==> src/rtl/prog_rom_loadable.sv <==
// prog_rom_loadable
// Loadable program memory for the 8-bit CPU. A program image is streamed in
// through a valid/ready loader port. The CPU then fetches words through a
// port with a registered one-cycle read. Addresses at or beyond the loaded
// program length read back as FILL.
//
// Ports:
//   clk, rst_n            clock (rising edge), asynchronous active-low reset
//   load_start            pulse: discard the current image and begin a new load
//   load_valid/load_data  loader word, with load_last marking the final word
//   load_ready            loader word accepted when load_valid & load_ready
//   load_done             one-cycle pulse when a load finishes
//   load_err              sticky: image overflowed DEPTH
//   prog_len              number of words in the current valid image
//   rd_ready              fetch port accepts requests (IDLE only)
//   rd_req/rd_addr        fetch request and address
//   rd_valid/rd_data      fetch result, one cycle after the request
module prog_rom_loadable #(
  parameter int                 DATA_W = 8,
  parameter int                 ADDR_W = 8,
  parameter int                 DEPTH  = 256,
  parameter logic [DATA_W-1:0]  FILL   = '0
) (
  input  logic              clk,
  input  logic              rst_n,
  input  logic              load_start,
  input  logic              load_valid,
  input  logic [DATA_W-1:0] load_data,
  input  logic              load_last,
  output logic              load_ready,
  output logic              load_done,
  output logic              load_err,
  output logic [ADDR_W:0]   prog_len,
  output logic              rd_ready,
  input  logic              rd_req,
  input  logic [ADDR_W-1:0] rd_addr,
  output logic              rd_valid,
  output logic [DATA_W-1:0] rd_data
);

  localparam int IDX_W = (DEPTH > 1) ? $clog2(DEPTH) : 1;
  localparam logic [ADDR_W:0]   DEPTH_L  = (ADDR_W+1)'(DEPTH);
  localparam logic [ADDR_W-1:0] LAST_PTR = ADDR_W'(DEPTH - 1);

  typedef enum logic {
    IDLE = 1'b0,
    LOAD = 1'b1
  } state_t;

  state_t state, next_state;

  logic [DATA_W-1:0] mem [0:DEPTH-1];
  logic [ADDR_W-1:0] wr_ptr;
  logic              accept;
  logic              final_word;
  logic              rd_fire;
  logic              rd_in_range;

  assign accept      = load_ready & load_valid;
  // A load ends either on the tagged last word or when the array is full.
  assign final_word  = load_last | (wr_ptr == LAST_PTR);
  assign rd_fire     = rd_req & rd_ready;
  // prog_len never exceeds DEPTH, but the DEPTH bound also keeps the array
  // index below from ever being used out of range.
  assign rd_in_range = ({1'b0, rd_addr} < prog_len) && ({1'b0, rd_addr} < DEPTH_L);

  // State register for the loader FSM.
  always_ff @(posedge clk or negedge rst_n) begin
    if (!rst_n) begin
      state <= IDLE;
    end else begin
      state <= next_state;
    end
  end

  // Next-state and handshake outputs. A load_start while loading restarts
  // the image and blocks that cycle's loader word, so load_ready drops.
  always_comb begin
    next_state = state;
    load_ready = 1'b0;
    rd_ready   = 1'b0;
    case (state)
      IDLE: begin
        rd_ready = 1'b1;
        if (load_start) next_state = LOAD;
      end
      LOAD: begin
        if (!load_start) begin
          load_ready = 1'b1;
          if (load_valid && final_word) next_state = IDLE;
        end
      end
      default: next_state = IDLE;
    endcase
  end

  // Loader bookkeeping and the registered fetch path. The image length only
  // becomes visible once the load completes, so fetches during or after an
  // aborted load see FILL.
  always_ff @(posedge clk or negedge rst_n) begin
    if (!rst_n) begin
      wr_ptr    <= '0;
      prog_len  <= '0;
      load_done <= 1'b0;
      load_err  <= 1'b0;
      rd_valid  <= 1'b0;
      rd_data   <= FILL;
    end else begin
      load_done <= 1'b0;
      rd_valid  <= rd_fire;
      if (load_start) begin
        wr_ptr   <= '0;
        prog_len <= '0;
        load_err <= 1'b0;
      end else if (accept) begin
        wr_ptr <= wr_ptr + 1'b1;
        if (final_word) begin
          load_done <= 1'b1;
          prog_len  <= {1'b0, wr_ptr} + 1'b1;
          // Reaching the end of the array without a last tag means words
          // were dropped.
          if (!load_last) load_err <= 1'b1;
        end
      end
      if (rd_fire) begin
        rd_data <= rd_in_range ? mem[rd_addr[IDX_W-1:0]] : FILL;
      end
    end
  end

  // Storage array; deliberately not reset since prog_len masks stale words.
  always_ff @(posedge clk) begin
    if (accept) begin
      mem[wr_ptr[IDX_W-1:0]] <= load_data;
    end
  end

endmodule

==> config.mk <==
export PLATFORM = sky130hd
export DESIGN_NAME = prog_rom_loadable
export DESIGN_NICKNAME = d
export VERILOG_FILES = /design/src/rtl/prog_rom_loadable.sv
export SDC_FILE = /design/constraint.sdc
export NUM_CORES = 2
export LEC_CHECK = 0
export CAP_MARGIN = 40
export CORE_AREA = 2 2 604 456
export DETAILED_ROUTE_END_ITERATION = 16
export DIE_AREA = 0 0 606 458
export PLACE_DENSITY = 0.46
export SETUP_SLACK_MARGIN = 0.4
export SYNTH_ARGS = -nofsm -noshare
export SYNTH_HDL_FRONTEND = slang
export SYNTH_SLANG_ARGS = --single-unit
==> constraint.sdc <==
create_clock -name clk -period 2.72 [get_ports clk]
set_clock_uncertainty 0.05 [all_clocks]
set_input_delay 0.68 -clock clk [delete_from_list [all_inputs] [get_ports clk]]
set_output_delay 0.68 -clock clk [all_outputs]
set_load 0.01 [all_outputs]
==> results.ini <==
[setup_path]
critPathMostFrequentCell = buf_6
critical_path.startpoint = rd_addr[0]
crit_slowest_cell = mux4_2
critical_path.top_delay_family = multiplexers
crit_path_cell_trace = buf_16 > buf_12 > buf_16 > buf_6 > buf_6 > buf_6 > mux4_2 > mux4_2 > a22o_4 > a31oi_1 > o31a_1 > o21ai_1
crit_type = in -> reg
path_depth = 12
nature_of_the_critical_path_startpoint = input pin
arrival_ps = 3210
timing.reg2reg.worst_path_depth = 8
path_max_fanout = 8
reg2reg_from = mem[231][1]$_DFFE_PP_
cp_num_buf_inv = 6
setup.worst_path.end_class = register
worstPathRequired_ps = 3410
stage_delay_of_the_slowest_cell_on_the_critical_path_ps = 520

[floorplanning]
design.core.area_um2 = 272000
initial_core_util = 0.299
num_rows = 166
num_io_pins = 44
design.die.area_um2 = 278000
die_h_um = 458
die_w_um = 606

[place]
postPlaceCellArea_um2 = 94600
place.detailed.instances = 8276
detailedPlacementHpwl_um = 164000
placement.io_buffers = 43
final_gp_congestion = 0.839

[synthesis]
ys_async_sr_fraction = 0.0140
dominantRegCellSynth = edfxtp_1
sequential_element_share_of_the_synthesized_area = 0.766
synth.yosys.warnings = 0
mappedNetlistNets = 4045
syn_inst = 4012
syn-cell-area_um2 = 81300
post_synth.cell_area_avg_um2 = 20.3
postSynthRegisterBits = 2077
synth_enable_flop_cells = 2048
count_of_unique_library_cells_instantiated_by_yosys = 67

[clock_tree]
tritoncts.num_buffers = 206
clkSinkCount = 2077
root_driver = clkbuf_16
max-clock-path-buffers = 4
clock_tree_from_tritoncts = done
cts.clk_slew.worst_paths_ps = 70
htree_num_levels = 4
clk_latency_ps = 870

[routing]
vias = 43700
finalWirelength_um = 247000
detail_route.iter0.violations = 5171
antenna_left = 0
vias_per_cell = 5.01
dr.pass1.iters = 6
post-route-drc-count = 0
avgRoutedWirePerCell_um = 28.3

[finish]
nNetsFinal = 4977
most_used_cells_in_the_layout_excluding_fill_and_tap_cells = edfxtp_1, buf_4, mux4_2
final_layout_size_suffix_gt1_frac = 0.373
final.fill_count = 24800
syn_to_final_growth_pct = 26.9
finish.instance_area_um2 = 103000
layout_commonest_cell = edfxtp_1
post_layout_nonfiller_instances = 8722
postLayoutCoreUtil = 0.380

[pwr]
leakagePower_nw = 34.0
netSwitchingFraction = 0.216
comb_power_share = 0.064
power_per_cell_area_nw_per_um2 = 662
clock_power_share = 0.420
sequentialPowerShare = 0.516
p_switching_mw = 14.8
internal_power_mw = 53.5
vdd.ir_drop.worst_v = 0.000477

[global_routing]
via_count_of_the_first_global_routing_pass = 43000
gr-total-overflow = 0
total_grt_usage = 0.176
grt_first_pass_wirelength_um = 346000
antenna_found_initial = 28
grt_start_max_net_pins = 79

[timing]
setup_tns_ps = 0
post-route-period-util = 0.926
hold_ws_ps = 194
timing.fmax_mhz = 397
finalSetupViolations = 0
timing_max_transition_violations_final = 0
max_slew.worst_pin.slew_ps = 876
slew-limit-headroom = 0.416
unrepaired_setup_endpoints_after_global_routing = yes
timing.final.crit_period_ps = 2520
final-hold-violation-count = 0

[run_status]
status = completed

[hold_path]
path_category_of_the_worst_min_delay_check = in -> async

[job]
cap_violations = 0

[worst reg2reg max path, stage by stage (launching register included)]
cell      delay [ps]
edfxtp_1         360
mux4_2           540
mux4_2           550
o21ai_1          180
buf_4            140
o21ai_1          110
a22oi_1          170
buf_4            140
o21ai_1           50
[power groups by stage]
stage	Clock [mW]	Combinational [mW]	Sequential [mW]
after floorplan	0	1.69	35.9
after global placement	0	4.06	35.9
after detailed placement	0	4.07	35.9
after CTS	29.3	4.37	35.2
after global routing	30.6	4.62	35.2
final	28.7	4.38	35.2
[metrics by stage]
step / total power, mW / setup WS (ps)
2_1_floorplan: 37.6 / 20.0
3_3_place_gp: 40.0 / -1370
3_5_place_dp: 40.0 / -1220
4_1_cts: 68.9 / 186
5_1_grt: 70.4 / 184
6_report: 68.3 / 200
[logic make-up (layout without fill, tap and decap cells)]
logic type / after synthesis / in the layout / synth area share
flip-flops: 2077 / 2077 / 0.766
other: 0 / 5 / 0
AND/OR/NAND/NOR: 567 / 567 / 0.0317
adder cells (fa/ha/maj): 11 / 11 / 0.00169
XOR/XNOR: 11 / 11 / 0.00119
AO/OA/AOI/OAI: 350 / 350 / 0.0305
multiplexers: 734 / 734 / 0.152
buffers and inverters: 262 / 1355 / 0.0171
[final cells by class]
type / count / area [um2] / share of cell area
sequential: 2077 / 62200 / 0.604
multi-input combinational: 1673 / 19200 / 0.186
timing repair buffer: 968 / 10400 / 0.101
clock buffer: 261 / 5500 / 0.0533
tap: 3612 / 4520 / 0.0438
clock inverter: 108 / 1130 / 0.0109
inverter: 18 / 70.1 / 0.000680
antenna: 5 / 12.5 / 0.000121
[worst paths after layout]
check / slack [ps] / end
max reg2reg: 350 / rd_data[1]$_DFFE_PN0P_
min in group clk: 200 / mem[29][7]$_DFFE_PP_
min: 190 / wr_ptr[4]$_DFFE_PN0P_
max in group asynchronous: 2050 / wr_ptr[6]$_DFFE_PN0P_
min reg2reg: 480 / load_err$_DFFE_PN0P_
max: 200 / rd_data[3]$_DFFE_PN0P_
[synthesized netlist by cell type (all sizes together), types with 7 or more instances]
master	number	share of area
a211oi	10	0.00092
a21oi	34	0.0021
a221oi	9	0.00097
a22o	12	0.0013
a22oi	170	0.016
a31oi	16	0.0012
a32oi	7	0.00075
and2	12	0.00092
buf	139	0.011
clkbuf	105	0.0049
dfrtp	29	0.0089
edfxtp	2048	0.76
ha	11	0.0017
inv	18	0.00086
mux2	20	0.0028
mux2i	317	0.039
mux4	397	0.11
nand2	93	0.0043
nand2b	12	0.00092
nand3	52	0.0032
nand4	33	0.0025
nor2	299	0.014
nor2b	12	0.00092
nor3	18	0.0011
o21ai	37	0.0023
o22ai	22	0.0017
o31a	7	0.00075
o32ai	10	0.0011
or3	14	0.0011
xnor2	9	0.00097
[timing repair]
action / 4_1_cts / 5_1_grt
buffers inserted: 53 / 10
pin swaps: 36 / 34
cloned: 8 / 1
hold buffers: 0 / 0
endpoints found under the setup margin: 211 / 231
resized for setup: 218 / 52
[state kept, by name, indices dropped and copies added, names as in the netlist]
| name | count |
|---|---|
| mem | 2048 |
| rd_data | 8 |
| load_err | 1 |
| wr_ptr | 8 |
| load_done | 1 |
| state | 1 |
| prog_len | 9 |
| rd_valid | 1 |
[per-layer routing]
metal	GRT usage	part of all wire	vias to the layer above
met3	0.0328	0.069	270
li1	-	-	18500
met1	0.276	0.48	23500
met5	0	0.0012	-
met4	0.0324	0.017	4
met2	0.255	0.43	1471
(Power assumes the default switching activity.)
